<file path="src/rtl/mrv1_th_pkg.sv">
// Shared types for the multi-wide thread issue scheduler.
package mrv1_th_pkg;

   // Scheduling policy selected by mode_i.
   typedef enum logic {
      TH_ISSUE_BATCH = 1'b0,
      TH_ISSUE_RR    = 1'b1
   } th_issue_mode_e;

endpackage

</file>
<file path="src/rtl/mrv1_th_pick.sv">
// Rotating-priority picker: grants up to W_P set bits of vec_i, searching
// upward from start_i and wrapping modulo N_P. The first hit lands on lane 0.
module mrv1_th_pick #(
   parameter int N_P = 8,
   parameter int W_P = 2,
   parameter int T_P = $clog2(N_P)
) (
   input  logic [N_P-1:0]     vec_i,
   input  logic [T_P-1:0]     start_i,
   output logic [W_P-1:0]     vld_o,
   output logic [W_P*T_P-1:0] tid_o
);

   logic [T_P:0]   w_back_sh;
   logic [N_P-1:0] w_rot;

   // Rotate so that bit start_i becomes bit 0; the search is then a plain
   // ascending scan over w_rot. A shift by N_P (start_i == 0) yields zero.
   assign w_back_sh = (T_P+1)'(N_P) - {1'b0, start_i};
   assign w_rot     = (vec_i >> start_i) | (vec_i << w_back_sh);

   // Walk the rotated vector, placing each hit on the next free lane.
   always_comb begin
      int         cnt;
      logic [T_P:0] v_sum;
      vld_o = '0;
      tid_o = '0;
      cnt   = 0;
      v_sum = '0;
      for (int j = 0; j < N_P; j++) begin
         if (w_rot[j]) begin
            // Undo the rotation to recover the real thread id.
            v_sum = {1'b0, start_i} + (T_P+1)'(j);
            if (v_sum >= (T_P+1)'(N_P)) begin
               v_sum = v_sum - (T_P+1)'(N_P);
            end
            for (int k = 0; k < W_P; k++) begin
               if (k == cnt) begin
                  vld_o[k]           = 1'b1;
                  tid_o[k*T_P +: T_P] = v_sum[T_P-1:0];
               end
            end
            cnt = cnt + 1;
         end
      end
   end

endmodule

</file>
<file path="src/rtl/mrv1_th_issue_mw.sv">
// Multi-wide thread issue scheduler. BATCH mode snapshots the ready set into
// a table and drains it lowest-tid first before admitting new threads; RR
// mode issues from the live ready set starting at a rotating pointer.
module mrv1_th_issue_mw
   import mrv1_th_pkg::*;
#(
   parameter int NUM_TW_P      = 8,
   parameter int ISSUE_WIDTH_P = 2,
   parameter int tid_width_lp  = $clog2(NUM_TW_P)
) (
   input  logic                                clk_i,
   input  logic                                rst_i,
   input  logic [NUM_TW_P-1:0]                 issue_rdy_i,
   input  logic [NUM_TW_P-1:0]                 kill_i,
   input  logic                                stall_i,
   input  logic                                mode_i,
   output logic [ISSUE_WIDTH_P-1:0]            issue_vld_o,
   output logic [ISSUE_WIDTH_P*tid_width_lp-1:0] issue_tid_o,
   output logic [$clog2(ISSUE_WIDTH_P+1)-1:0]  issue_cnt_o
);

   localparam int CNT_W = $clog2(ISSUE_WIDTH_P+1);
   localparam int T_W   = tid_width_lp;

   logic [NUM_TW_P-1:0]            r_table;
   logic [T_W-1:0]                 r_rr_ptr;

   th_issue_mode_e                 w_mode;
   logic [NUM_TW_P-1:0]            w_live;
   logic [NUM_TW_P-1:0]            w_fresh;
   logic [NUM_TW_P-1:0]            w_cand;
   logic [T_W-1:0]                 w_start;
   logic [ISSUE_WIDTH_P-1:0]       w_pick_vld;
   logic [ISSUE_WIDTH_P*T_W-1:0]   w_pick_tid;
   logic [NUM_TW_P-1:0]            w_grant_mask;
   logic [T_W-1:0]                 w_last_tid;
   logic [T_W:0]                   w_last_inc;
   logic [T_W-1:0]                 w_ptr_next;
   logic [CNT_W-1:0]               w_cnt;
   logic                           w_block;

   assign w_mode  = th_issue_mode_e'(mode_i);
   assign w_live  = r_table & ~kill_i;
   assign w_fresh = issue_rdy_i & ~kill_i;
   assign w_block = rst_i | stall_i;

   // Choose the candidate set and search origin for the active policy.
   always_comb begin
      w_cand  = w_fresh;
      w_start = '0;
      if (w_mode == TH_ISSUE_RR) begin
         w_start = r_rr_ptr;
      end else if (w_live != '0) begin
         w_cand = w_live;
      end
   end

   mrv1_th_pick #(
      .N_P (NUM_TW_P),
      .W_P (ISSUE_WIDTH_P),
      .T_P (T_W)
   ) u_pick (
      .vec_i   (w_cand),
      .start_i (w_start),
      .vld_o   (w_pick_vld),
      .tid_o   (w_pick_tid)
   );

   // Summarise the picked lanes: grant mask, count and highest-lane tid.
   always_comb begin
      w_grant_mask = '0;
      w_last_tid   = '0;
      w_cnt        = '0;
      for (int k = 0; k < ISSUE_WIDTH_P; k++) begin
         if (w_pick_vld[k]) begin
            w_last_tid = w_pick_tid[k*T_W +: T_W];
            w_cnt      = w_cnt + CNT_W'(1);
         end
         for (int j = 0; j < NUM_TW_P; j++) begin
            if (w_pick_vld[k] && (w_pick_tid[k*T_W +: T_W] == T_W'(j))) begin
               w_grant_mask[j] = 1'b1;
            end
         end
      end
   end

   // Pointer moves just past the last granted tid, wrapping at NUM_TW_P.
   assign w_last_inc = {1'b0, w_last_tid} + (T_W+1)'(1);
   assign w_ptr_next = (w_last_inc == (T_W+1)'(NUM_TW_P)) ? '0 : w_last_inc[T_W-1:0];

   // Drive lanes only when neither reset nor stall blocks issue.
   always_comb begin
      issue_vld_o = '0;
      issue_tid_o = '0;
      issue_cnt_o = '0;
      if (!w_block) begin
         issue_vld_o = w_pick_vld;
         issue_tid_o = w_pick_tid;
         issue_cnt_o = w_cnt;
      end
   end

   // Table drains in BATCH and stays empty in RR; rr_ptr only moves on an RR grant.
   always_ff @(posedge clk_i) begin
      if (rst_i) begin
         r_table  <= '0;
         r_rr_ptr <= '0;
      end else if (w_mode == TH_ISSUE_RR) begin
         r_table <= '0;
         if (!stall_i && (w_pick_vld != '0)) begin
            r_rr_ptr <= w_ptr_next;
         end
      end else if (stall_i) begin
         r_table <= w_live;
      end else begin
         r_table <= w_cand & ~w_grant_mask;
      end
   end

endmodule

</file>
<file path="config.mk">
export PLATFORM = sky130hd
export DESIGN_NAME = mrv1_th_issue_mw
export DESIGN_NICKNAME = d
export VERILOG_FILES = /design/src/rtl/mrv1_th_pkg.sv /design/src/rtl/mrv1_th_pick.sv /design/src/rtl/mrv1_th_issue_mw.sv
export SDC_FILE = /design/constraint.sdc
export NUM_CORES = 1
export LEC_CHECK = 0
export ABC_AREA = 1
export BUFFER_PORTS_ARGS = -buffer_cell sky130_fd_sc_hd__buf_2
export CORE_MARGIN = 2
export CORE_UTILIZATION = 56
export DETAILED_ROUTE_END_ITERATION = 10
export GPL_TIMING_DRIVEN = 0
export HOLD_SLACK_MARGIN = 0.02
export MAX_ROUTING_LAYER = met4
export PLACE_DENSITY = 0.83
export SLEW_MARGIN = 0
export SYNTH_ARGS = -nofsm -noshare
export SYNTH_HDL_FRONTEND = slang
export SYNTH_SLANG_ARGS = --single-unit
</file>
<file path="constraint.sdc">
create_clock -name clk_i -period 5.69 [get_ports clk_i]
set_input_delay 0 -clock clk_i [delete_from_list [all_inputs] [get_ports clk_i]]
set_output_delay 0 -clock clk_i [all_outputs]
set_load 0.02 [all_outputs]
</file>
# Word-level counts from Yosys, hierarchy flattened
# Index checks and enable logic that the tools add are counted.
dict set report classes {
  n_bitwise 7
  reduce_logical 31
  eq_ne 22
  n_shift 2
  addsub 24
  n_mux 88
  magnitude_cmp 8
}
# operator count
set ops {}
lappend ops {{$logic_not A32 Y1} 7}
lappend ops {{$eq A2 B32 Y1 const A} 6}
lappend ops {{$mux W32} 6}
lappend ops {{$add A32 B2 Y32 const B} 5}
lappend ops {{$mux W3} 28}
lappend ops {{$mux W6} 8}
lappend ops {{$mux W1} 33}
lappend ops {{$ge A4 B4 Y1 const B} 7}
lappend ops {{$and A8 B8 Y8} 3}
lappend ops {{$eq A3 B3 Y1 const B} 8}
lappend ops {{$mux W8} 3}
lappend ops {{$sub A3 B1 Y3 const B} 8}
lappend ops {{$mux W2} 10}
lappend ops {{$logic_and A1 B1 Y1} 17}
lappend ops {{$add A3 B3 Y4 const B} 4}
lappend ops {{$not A8 Y8} 2}
lappend ops {{$eq A3 B2 Y1 const B} 4}
lappend ops {{$add A3 B1 Y4 const B} 2}
lappend ops {{$add A3 B2 Y4 const B} 2}
lappend ops {{$or A8 B8 Y8} 1}
lappend ops {{$reduce_bool A8 Y1} 1}
lappend ops {{$shl A8 B4 Y8} 1}
lappend ops {{$shr A8 B3 Y8} 1}
lappend ops {{$eq A3 B1 Y1 const B} 2}
lappend ops {{12 further kinds} 13}
dict set report word_totals {
  reg_bits 11
  input_bits 20
  out_inout_bits 10
  elab_cells 184
}

# Depth between registers and ports, before layout
# Gate-level depths: netlist of the first run.
dict set report depth {
  ltp_word 30
  depth_mapped 46
  mapped_depth_nobuf 46
}

# Hierarchy
# From an unflattened synthesis of the first run, not the netlist that was laid out.
dict set report hier_totals {
  cells_unflattened 550
  area_unflattened_um2 3040.4
}
# mod cells_each area_per_inst_um2 seq_area_each_um2 instances
set modules_own_cells {}
lappend modules_own_cells {mrv1_th_pick 366 1964.4 0.0 1}
lappend modules_own_cells {mrv1_th_issue_mw 184 1076.0 220.2 1}

# Least setup slack after synthesis of the first run
# Ideal clock, no wire load.
dict set report synth_timing {
  path_kind {flip-flop to flip-flop}
  startpoint {register r_rr_ptr[0]}
  endpoint {register r_rr_ptr[2]}
  t_required_ps 5581
  synth_period_minus_slack_ps 5704
  path_buffers 3
  setup_slack_ps -14
  path_stages_with_launch 36
  t_arrival_ps 5595
  setup_time_ps 109
  cell_sequence {dfxtp_1 > nand2_1 > buf_2 > buf_1 > ha_1 > clkbuf_1 > nor3_1 > nand2_1 > nand2_1 > ha_1 > inv_1 > nand3_2 > nand2_4 > inv_1 > ha_1 > inv_1 > nand2_1 > nand2_2 > ha_1 > nand2_1 > nand2_2 > ha_1 > nand2_1 > nand2_2 > ha_1 > a32oi_1 > nand2_1 > nor2_2 > nand3_4 > nand2_2 > inv_2 > ha_1 > nor3_1 > nand3_1 > nand2_1 > inv_1}
}
dict set report synth_between {
  elab_chain_len 25
  elab_cells_between_ends 116
  classes_between {add/sub: 23; order compare: 8; eq/ne: 8; shift: 2; mux: 64; bitwise: 1; reduce/logical: 10}
}
# item line_no
set synth_lines {}
lappend synth_lines {{from (decl)} mrv1_th_issue_mw.sv:26} ;# logic [T_W-1:0] r_rr_ptr;
lappend synth_lines {{from (signal assigned)} mrv1_th_issue_mw.sv:111} ;# r_rr_ptr <= w_ptr_next;
lappend synth_lines {{$mux W3 (*)} mrv1_th_issue_mw.sv:51} ;# if (w_mode == TH_ISSUE_RR) begin
lappend synth_lines {{$sub A4 B3 Y4} mrv1_th_pick.sv:19} ;# assign w_back_sh = (T_P+1)'(N_P) - {1'b0, start_i};
lappend synth_lines {{$shl A8 B4 Y8} mrv1_th_pick.sv:20} ;# assign w_rot = (vec_i >> start_i) | (vec_i << w_back_sh);
lappend synth_lines {{$or A8 B8 Y8} mrv1_th_pick.sv:20}
lappend synth_lines {{$mux W1} mrv1_th_pick.sv:31} ;# if (w_rot[j]) begin
lappend synth_lines {{$add A1 B1 Y2 / $logic_not A32 Y1 (equally long branches)} {mrv1_th_pick.sv:43, mrv1_th_pick.sv:38}}
lappend synth_lines {{$mux W32 (tied with other cells)} mrv1_th_pick.sv:31}
lappend synth_lines {{$add A32 B2 Y32 (tied with other cells)} mrv1_th_pick.sv:43} ;# cnt = cnt + 1;
lappend synth_lines {{[8 not listed]} -}
lappend synth_lines {{$mux W32 (tied with other cells)} mrv1_th_pick.sv:31}
lappend synth_lines {{$logic_not A32 Y1 (tied with other cells)} mrv1_th_pick.sv:38} ;# if (k == cnt) begin
lappend synth_lines {{$mux W3 / $mux W1 (equally long branches)} mrv1_th_pick.sv:38}
lappend synth_lines {{$mux W6 / $mux W2 (equally long branches)} mrv1_th_pick.sv:31}
lappend synth_lines {{$mux W3 (2 in series)} mrv1_th_issue_mw.sv:75} ;# if (w_pick_vld[k]) begin
lappend synth_lines {{$add A3 B1 Y4} mrv1_th_issue_mw.sv:88} ;# assign w_last_inc = {1'b0, w_last_tid} + (T_W+1)'(1);
lappend synth_lines {{$eq A4 B4 Y1} mrv1_th_issue_mw.sv:89} ;# assign w_ptr_next = (w_last_inc == (T_W+1)'(NUM_TW_P)) ? '0 : w_last_inc[T_W-1:0];
lappend synth_lines {{$mux W3} mrv1_th_issue_mw.sv:89}
# Every way passes the cells marked *; elsewhere a longest branch is shown, timed or not. The select of a mux whose other input is x is not followed.
# A chain may end at the register's enable or synchronous reset.

# Final worst setup path of the first run
# Ends and elaborated chain as after synthesis.

==> results of run 1 <==
layer usage:
layer	vias to the layer above	routed length (um)	global-route usage
li1	1861	-	-
met1	1674	3930	0.4246
met2	217	4036	0.4224
met3	35	959	0.03563
met4	0	209	0.04737
met5	-	0	-
worst max-delay path: cells and delay by family, from the launching register on:
kind | cells | cell delay, ns
buf+inv | 10 | 0.91
fa+ha+maj | 7 | 1.73
compound gates | 2 | 0.33
flops | 1 | 0.37
simple gates | 20 | 1.94
flip-flops by register name, indices dropped and copies added (netlist names):
name and cells:
r_rr_ptr 3, r_table 8
through the flow:
stage	instances	hold slack, ns	utilization	TNS [ns]
final	668	0.04779	0.7195	0
after global placement	648	0.2889	0.6353	-7.057
after global routing	668	0.07959	0.7195	-0.1093
after floorplan	550	0.1481	-	0
after detailed placement	648	0.2916	0.6353	-8.459
after CTS	652	0.03930	0.6563	0
placed cells by master (no fill, tap or decap), drive strengths merged, types with 2 or more instances in the layout:
cell,Yosys,layout
buf,4,47
nor3,3,3
o22ai,2,2
nor2,52,52
nand4,8,8
clkbuf,4,7
o21ai,21,21
nand3,104,105
a21oi,20,20
inv,89,89
ha,23,23
dfxtp,11,11
nand2,196,197
o211ai,5,5
cells by family after synthesis:
family,after synthesis
simple gates,365
xor+xnor,2
buf+inv,99
flops,11
fa+ha+maj,23
compound gates,50
worst paths after layout:
| check | cells past startpoint | slack (ns) | end |
|---|---|---|---|
| setup reg to reg | 39 | 0.30 | r_rr_ptr[2] |
| hold / removal | 4 | 0.05 | r_rr_ptr[2] |
| setup / recovery | 39 | 0.30 | r_rr_ptr[2] |
| hold reg to reg | 4 | 0.58 | r_table[5] |
repair_timing:
item,in CTS,in global routing
endpoints found under the setup margin,21,21
resized for setup,19,52
pin swaps,1,16
buffers inserted,0,14
gates cloned,0,2
area by class of cell:
class	instances	area (um2)	area share
Clock buffer	4	45.04	0.01203
Sequential cell	11	225.2	0.06014
Buffer	8	75.07	0.02005
Inverter	91	350.3	0.09355
Timing Repair Buffer	42	245.2	0.06549
Multi-Input combinational cell	442	2716	0.7254
Tap cell	70	87.58	0.02339
synthesized netlist by cell type:
| cell type | number | area, um2 |
|---|---|---|
| nand2_1 | 158 | 593.1 |
| nand3_1 | 91 | 455.4 |
| inv_1 | 68 | 255.2 |
| nor2_1 | 39 | 146.4 |
| nand2_2 | 24 | 150.1 |
| ha_1 | 23 | 287.8 |
| inv_2 | 20 | 75.07 |
| a21oi_1 | 18 | 90.09 |
| o21ai_0 | 14 | 70.07 |
| nand2_4 | 12 | 135.1 |
| dfxtp_1 | 11 | 220.2 |
| nand3_2 | 9 | 90.09 |
| nor2_2 | 9 | 56.30 |
| nand4_1 | 8 | 50.05 |
| o211ai_1 | 5 | 37.54 |
| clkbuf_1 | 4 | 15.01 |
| nand3_4 | 4 | 70.07 |
| nor2_4 | 4 | 45.04 |
| o21ai_1 | 4 | 20.02 |
| nor3_1 | 3 | 15.01 |
| a21oi_2 | 2 | 17.52 |
| buf_1 | 2 | 7.510 |
| buf_2 | 2 | 10.01 |
| clkinv_1 | 2 | 7.510 |
| nand2_8 | 2 | 40.04 |
| o21ai_2 | 2 | 17.52 |
| a31oi_1 | 1 | 6.260 |
| a32oi_1 | 1 | 8.760 |
| inv_4 | 1 | 6.260 |
| nand3b_1 | 1 | 7.510 |
| nor3b_1 | 1 | 7.510 |
| o21ai_4 | 1 | 16.27 |
| o22ai_1 | 1 | 6.260 |
| o22ai_2 | 1 | 12.51 |
| xnor2_2 | 1 | 16.27 |
| xor2_1 | 1 | 8.760 |
==> flow_metrics.py, run 1 <==
metrics = {
    "cts": {
        "worstSkewPairLatency_ns": 0.25,
        "root_buffer": "clkbuf_8",
        "cts_tree": "yes",
        "cts.sinks": 11,
        "cts_hold_buffers": 0,
        "clkTransAtPathRegs_ns": 0.05,
        "htreeDepth": 1,
        "cts_max_path_buffers": 2,
        "numCtsBuffers": 3,
    },
    "setup_path": {
        "setup.worst_path.class": "reg2reg",
        "crit_top_cell": "nand2_1",
        "critPathLaunch": "r_rr_ptr[0]",
        "timing.rr.start": "r_rr_ptr[0]",
        "required_ns": 5.83,
        "cp-end-kind": "flop",
        "slowest_stage": "dfxtp_4",
        "critPathArrivalTime_ns": 5.54,
        "max_stage_delay_ns": 0.37,
        "cp-start-kind": "flop",
        "worstPathMaxFanout": 11,
    },
    "yosys": {
        "yosysWarnings": 0,
        "synthCells": 550,
        "ys_seq_area_frac": 0.07163,
        "syn_nets": 593,
        "yosys.area_share.simple": 0.6056,
        "synth_xor_area_frac": 0.008140,
        "synthAdderAreaFrac": 0.09361,
        "yosys-mux-area-fraction": 0,
        "synth-compound-area-share": 0.09849,
        "synth-seq-cells": 11,
        "avgSynthCellArea_um2": 5.589,
        "yosysUniqueCellTypes": 36,
        "syn-cell-area_mm2": 0.003074,
        "synth_top_family_by_area": "simple AND/OR/NAND/NOR gates",
    },
    "global_routing": {
        "grt_max_degree": 12,
        "gr-total-overflow": 0,
        "grt_pass1_wl_um": 14100,
        "antenna_found_initial": 0,
        "globalRouteTotalUtil": 0.2863,
        "grt_pass1_vias": 3099,
    },
    "drt": {
        "via_per_inst": 5.669,
        "via_count": 3787,
        "wl_per_cell_um": 13.68,
        "ant_nets": 0,
        "drcViolationCount": 0,
        "drt_iter0_markers": 563,
        "firstDrtPassIters": 6,
        "wl_um": 9135,
    },
    "layout": {
        "antenna_cells": 0,
        "final_area_mm2": 0.003745,
        "nFillCells": 470,
        "drive_gt1_frac": 0.3043,
        "fin_nets": 642,
        "syn_to_final_growth_pct": 21.82,
    },
    "floorplan": {
        "die_y_um": 78.09,
        "ios": 30,
        "start_util": 0.5906,
        "rows": 26,
        "die-area_mm2": 0.006098,
        "die_w_um": 78.09,
        "core-area_mm2": 0.005205,
    },
    "place": {
        "dp_hpwl_um": 6668,
        "place_area_mm2": 0.003307,
        "pre_cts_ws_ns": -0.7624,
        "routabilityCongestion": 0.9509,
        "io_buffer_count": 28,
    },
    "sta": {
        "period_needed_ns": 5.394,
        "max_freq_ghz": 0.1854,
        "setup_violations": 0,
        "relSlewSlack": 0.6503,
        "worst_pin_slew_ns": 0.5245,
        "setup_slack_ns": 0.2961,
        "finClkSkew_ns": 0.006716,
        "hold_violations": 0,
        "min_period_over_period": 0.9480,
        "slew_violations": 0,
    },
    "min_path": {
        "worstHoldStart": "rst_i",
        "hold_class": "in2reg",
    },
    "outcome": {
        "status": "complete, no violations",
    },
    "run": {
        "maxCapViolCount": 0,
    },
}
Power of run 1 is not shown: default switching activity piles up to over one toggle a cycle in this logic, so the estimate is an artifact.
==> run 2: changes to the inputs <==
--- a/config.mk
+++ b/config.mk
@@ -12,7 +12,6 @@
 export DETAILED_ROUTE_END_ITERATION = 10
 export GPL_TIMING_DRIVEN = 0
 export HOLD_SLACK_MARGIN = 0.02
-export MAX_ROUTING_LAYER = met4
 export PLACE_DENSITY = 0.83
 export SLEW_MARGIN = 0
 export SYNTH_ARGS = -nofsm -noshare
==> constraint.sdc (replaced) <==
create_clock -name clk_i -period 5.69 [get_ports clk_i]
set_input_delay 0.569 -clock clk_i [delete_from_list [all_inputs] [get_ports clk_i]]
set_output_delay 0.569 -clock clk_i [all_outputs]
set_load 0.02 [all_outputs]
==> flow_metrics.py, run 2 (synthesis results as in run 1) <==
metrics = {
    "outcome": {
        "status": "complete, but fails checks",
        "violations": "setup timing",
    },
    "layout": {
        "final_cell_mix": "nand2_1 (125), nand3_1 (77), inv_1 (55)",
        "final_area_mm2": 0.004204,
        "largest_reg_flops": 8,
        "drive_gt1_frac": 0.3945,
        "antenna_cells": 0,
        "syn_to_final_growth_pct": 36.75,
        "final_cells": 686,
        "top_register": "r_table",
        "final_common_cell": "nand2_1",
        "fin_nets": 660,
        "reg_top3": "r_table: 8 flops, r_rr_ptr: 3 flops",
    },
    "setup_path": {
        "required_ns": 5.12,
        "setup.worst_path.class": "in2out",
        "slowest_stage": "ha_4",
        "crit_family": "simple AND/OR/NAND/NOR gates",
        "critPathArrivalTime_ns": 5.14,
        "critPathLaunch": "kill_i[7]",
        "worstPathMaxFanout": 8,
        "timing.rr.start": "r_rr_ptr[0]",
        "cp-start-kind": "input pin",
        "crit_top_cell": "nand2_4",
        "cp-end-kind": "output port",
        "cp.buffers_inverters": 9,
        "max_stage_delay_ns": 0.27,
    },
    "min_path": {
        "hold_class": "in2reg",
        "worstHoldStart": "rst_i",
    },
    "cts": {
        "clkTransAtPathRegs_ns": 0.05,
        "root_buffer": "clkbuf_8",
        "worstSkewPairLatency_ns": 0.25,
        "cts_max_path_buffers": 2,
        "htreeDepth": 1,
        "cts_tree": "yes",
        "numCtsBuffers": 3,
        "cts.sinks": 11,
    },
    "sta": {
        "slew_violations": 0,
        "finClkSkew_ns": 0.0008961,
        "max_freq_ghz": 0.1752,
        "period_needed_ns": 5.709,
        "setup_slack_ns": -0.01925,
        "worst_pin_slew_ns": 0.5314,
        "min_period_over_period": 1.003,
        "timing.setup.tns_ns": -0.01925,
        "rsz0062_at_grt": "yes",
        "setup_violations": 1,
        "relSlewSlack": 0.6430,
        "hold_violations": 0,
    },
    "place": {
        "pre_cts_ws_ns": -0.7197,
        "dpl.cell_count": 648,
        "io_buffer_count": 28,
        "routabilityCongestion": 0.9415,
        "place_area_mm2": 0.003347,
        "dp_hpwl_um": 6825,
    },
    "drt": {
        "drt_iter0_markers": 814,
        "wl_per_cell_um": 15.51,
        "firstDrtPassIters": 7,
        "via_per_inst": 5.911,
        "via_count": 4055,
        "ant_nets": 0,
        "drcViolationCount": 0,
        "wl_um": 10640,
    },
    "floorplan": {
        "core-area_mm2": 0.005205,
        "rows": 26,
        "die_y_um": 78.09,
        "start_util": 0.5906,
        "ios": 30,
        "die_w_um": 78.09,
        "die-area_mm2": 0.006098,
    },
    "global_routing": {
        "antenna_found_initial": 0,
        "grt_pass1_vias": 3319,
        "globalRouteTotalUtil": 0.3023,
        "grt_max_degree": 12,
        "gr-total-overflow": 0,
        "grt_pass1_wl_um": 15060,
    },
    "run": {
        "maxCapViolCount": 0,
    },
}
-- run 2: cell types whose count changed in the layout (fill, tap and decap cells not counted), moves of 10 or more --
cell	delta
buf_2	-13
buf_4	+23
inv_1	-11
nand2_1	-23
nand2_2	+10
nand2_4	+12
-- run 2: stage by stage --
step                hold slack, ns  utilization
floorplan                   0.5043            -
global placement            0.5395       0.6430
detailed placement          0.5386       0.6430
CTS                         0.5633       0.7065
global route                0.6260       0.8077
finish                      0.5816       0.8077
-- run 2: routing by layer --
metal	global-route usage	vias up	wire length (um)
met4	0.07368	0	430
met5	0	-	0
met1	0.4249	1830	4148
met2	0.4853	255	4941
met3	0.04598	69	1119
li1	-	1901	-
-- run 2: timing repair --
| item | 4_1_cts | 5_1_grt |
|---|---|---|
| setup endpoints to repair | 14 | 15 |
| pin swaps | 16 | 41 |
| hold buffers | 0 | 0 |
| gates resized for setup | 48 | 91 |
| buffers inserted | 13 | 20 |
| gates cloned | 1 | 0 |
-- run 2: final timing paths --
path                            slack, ns  cells past startpoint        endpoint
worst max-delay path                -0.02                     41  issue_cnt_o[0]
worst min-delay path                 0.58                      4     r_rr_ptr[2]
worst max register to register       0.35                     38     r_rr_ptr[2]
worst min register to register       0.59                      4      r_table[2]
-- run 2: final cells by class --
cell class,instances,area (um2)
Timing Repair Buffer,61,450.4
Multi-Input combinational cell,441,2964
Inverter,91,357.8
Clock buffer,4,45.04
Buffer,8,78.83
Tap cell,70,87.58
Fill cell,357,1001
Sequential cell,11,220.2
-- run 2: worst register-to-register path: cells and delay by family (launching register included) --
| family | cells | cell delay, ns |
|---|---|---|
| flip-flops | 1 | 0.44 |
| AO/OA/AOI/OAI | 2 | 0.27 |
| AND/OR/NAND/NOR | 21 | 2.19 |
| buffers and inverters | 10 | 1.12 |
| adder cells (fa/ha/maj) | 5 | 1.24 |
Power of run 2 is left out for the same reason.
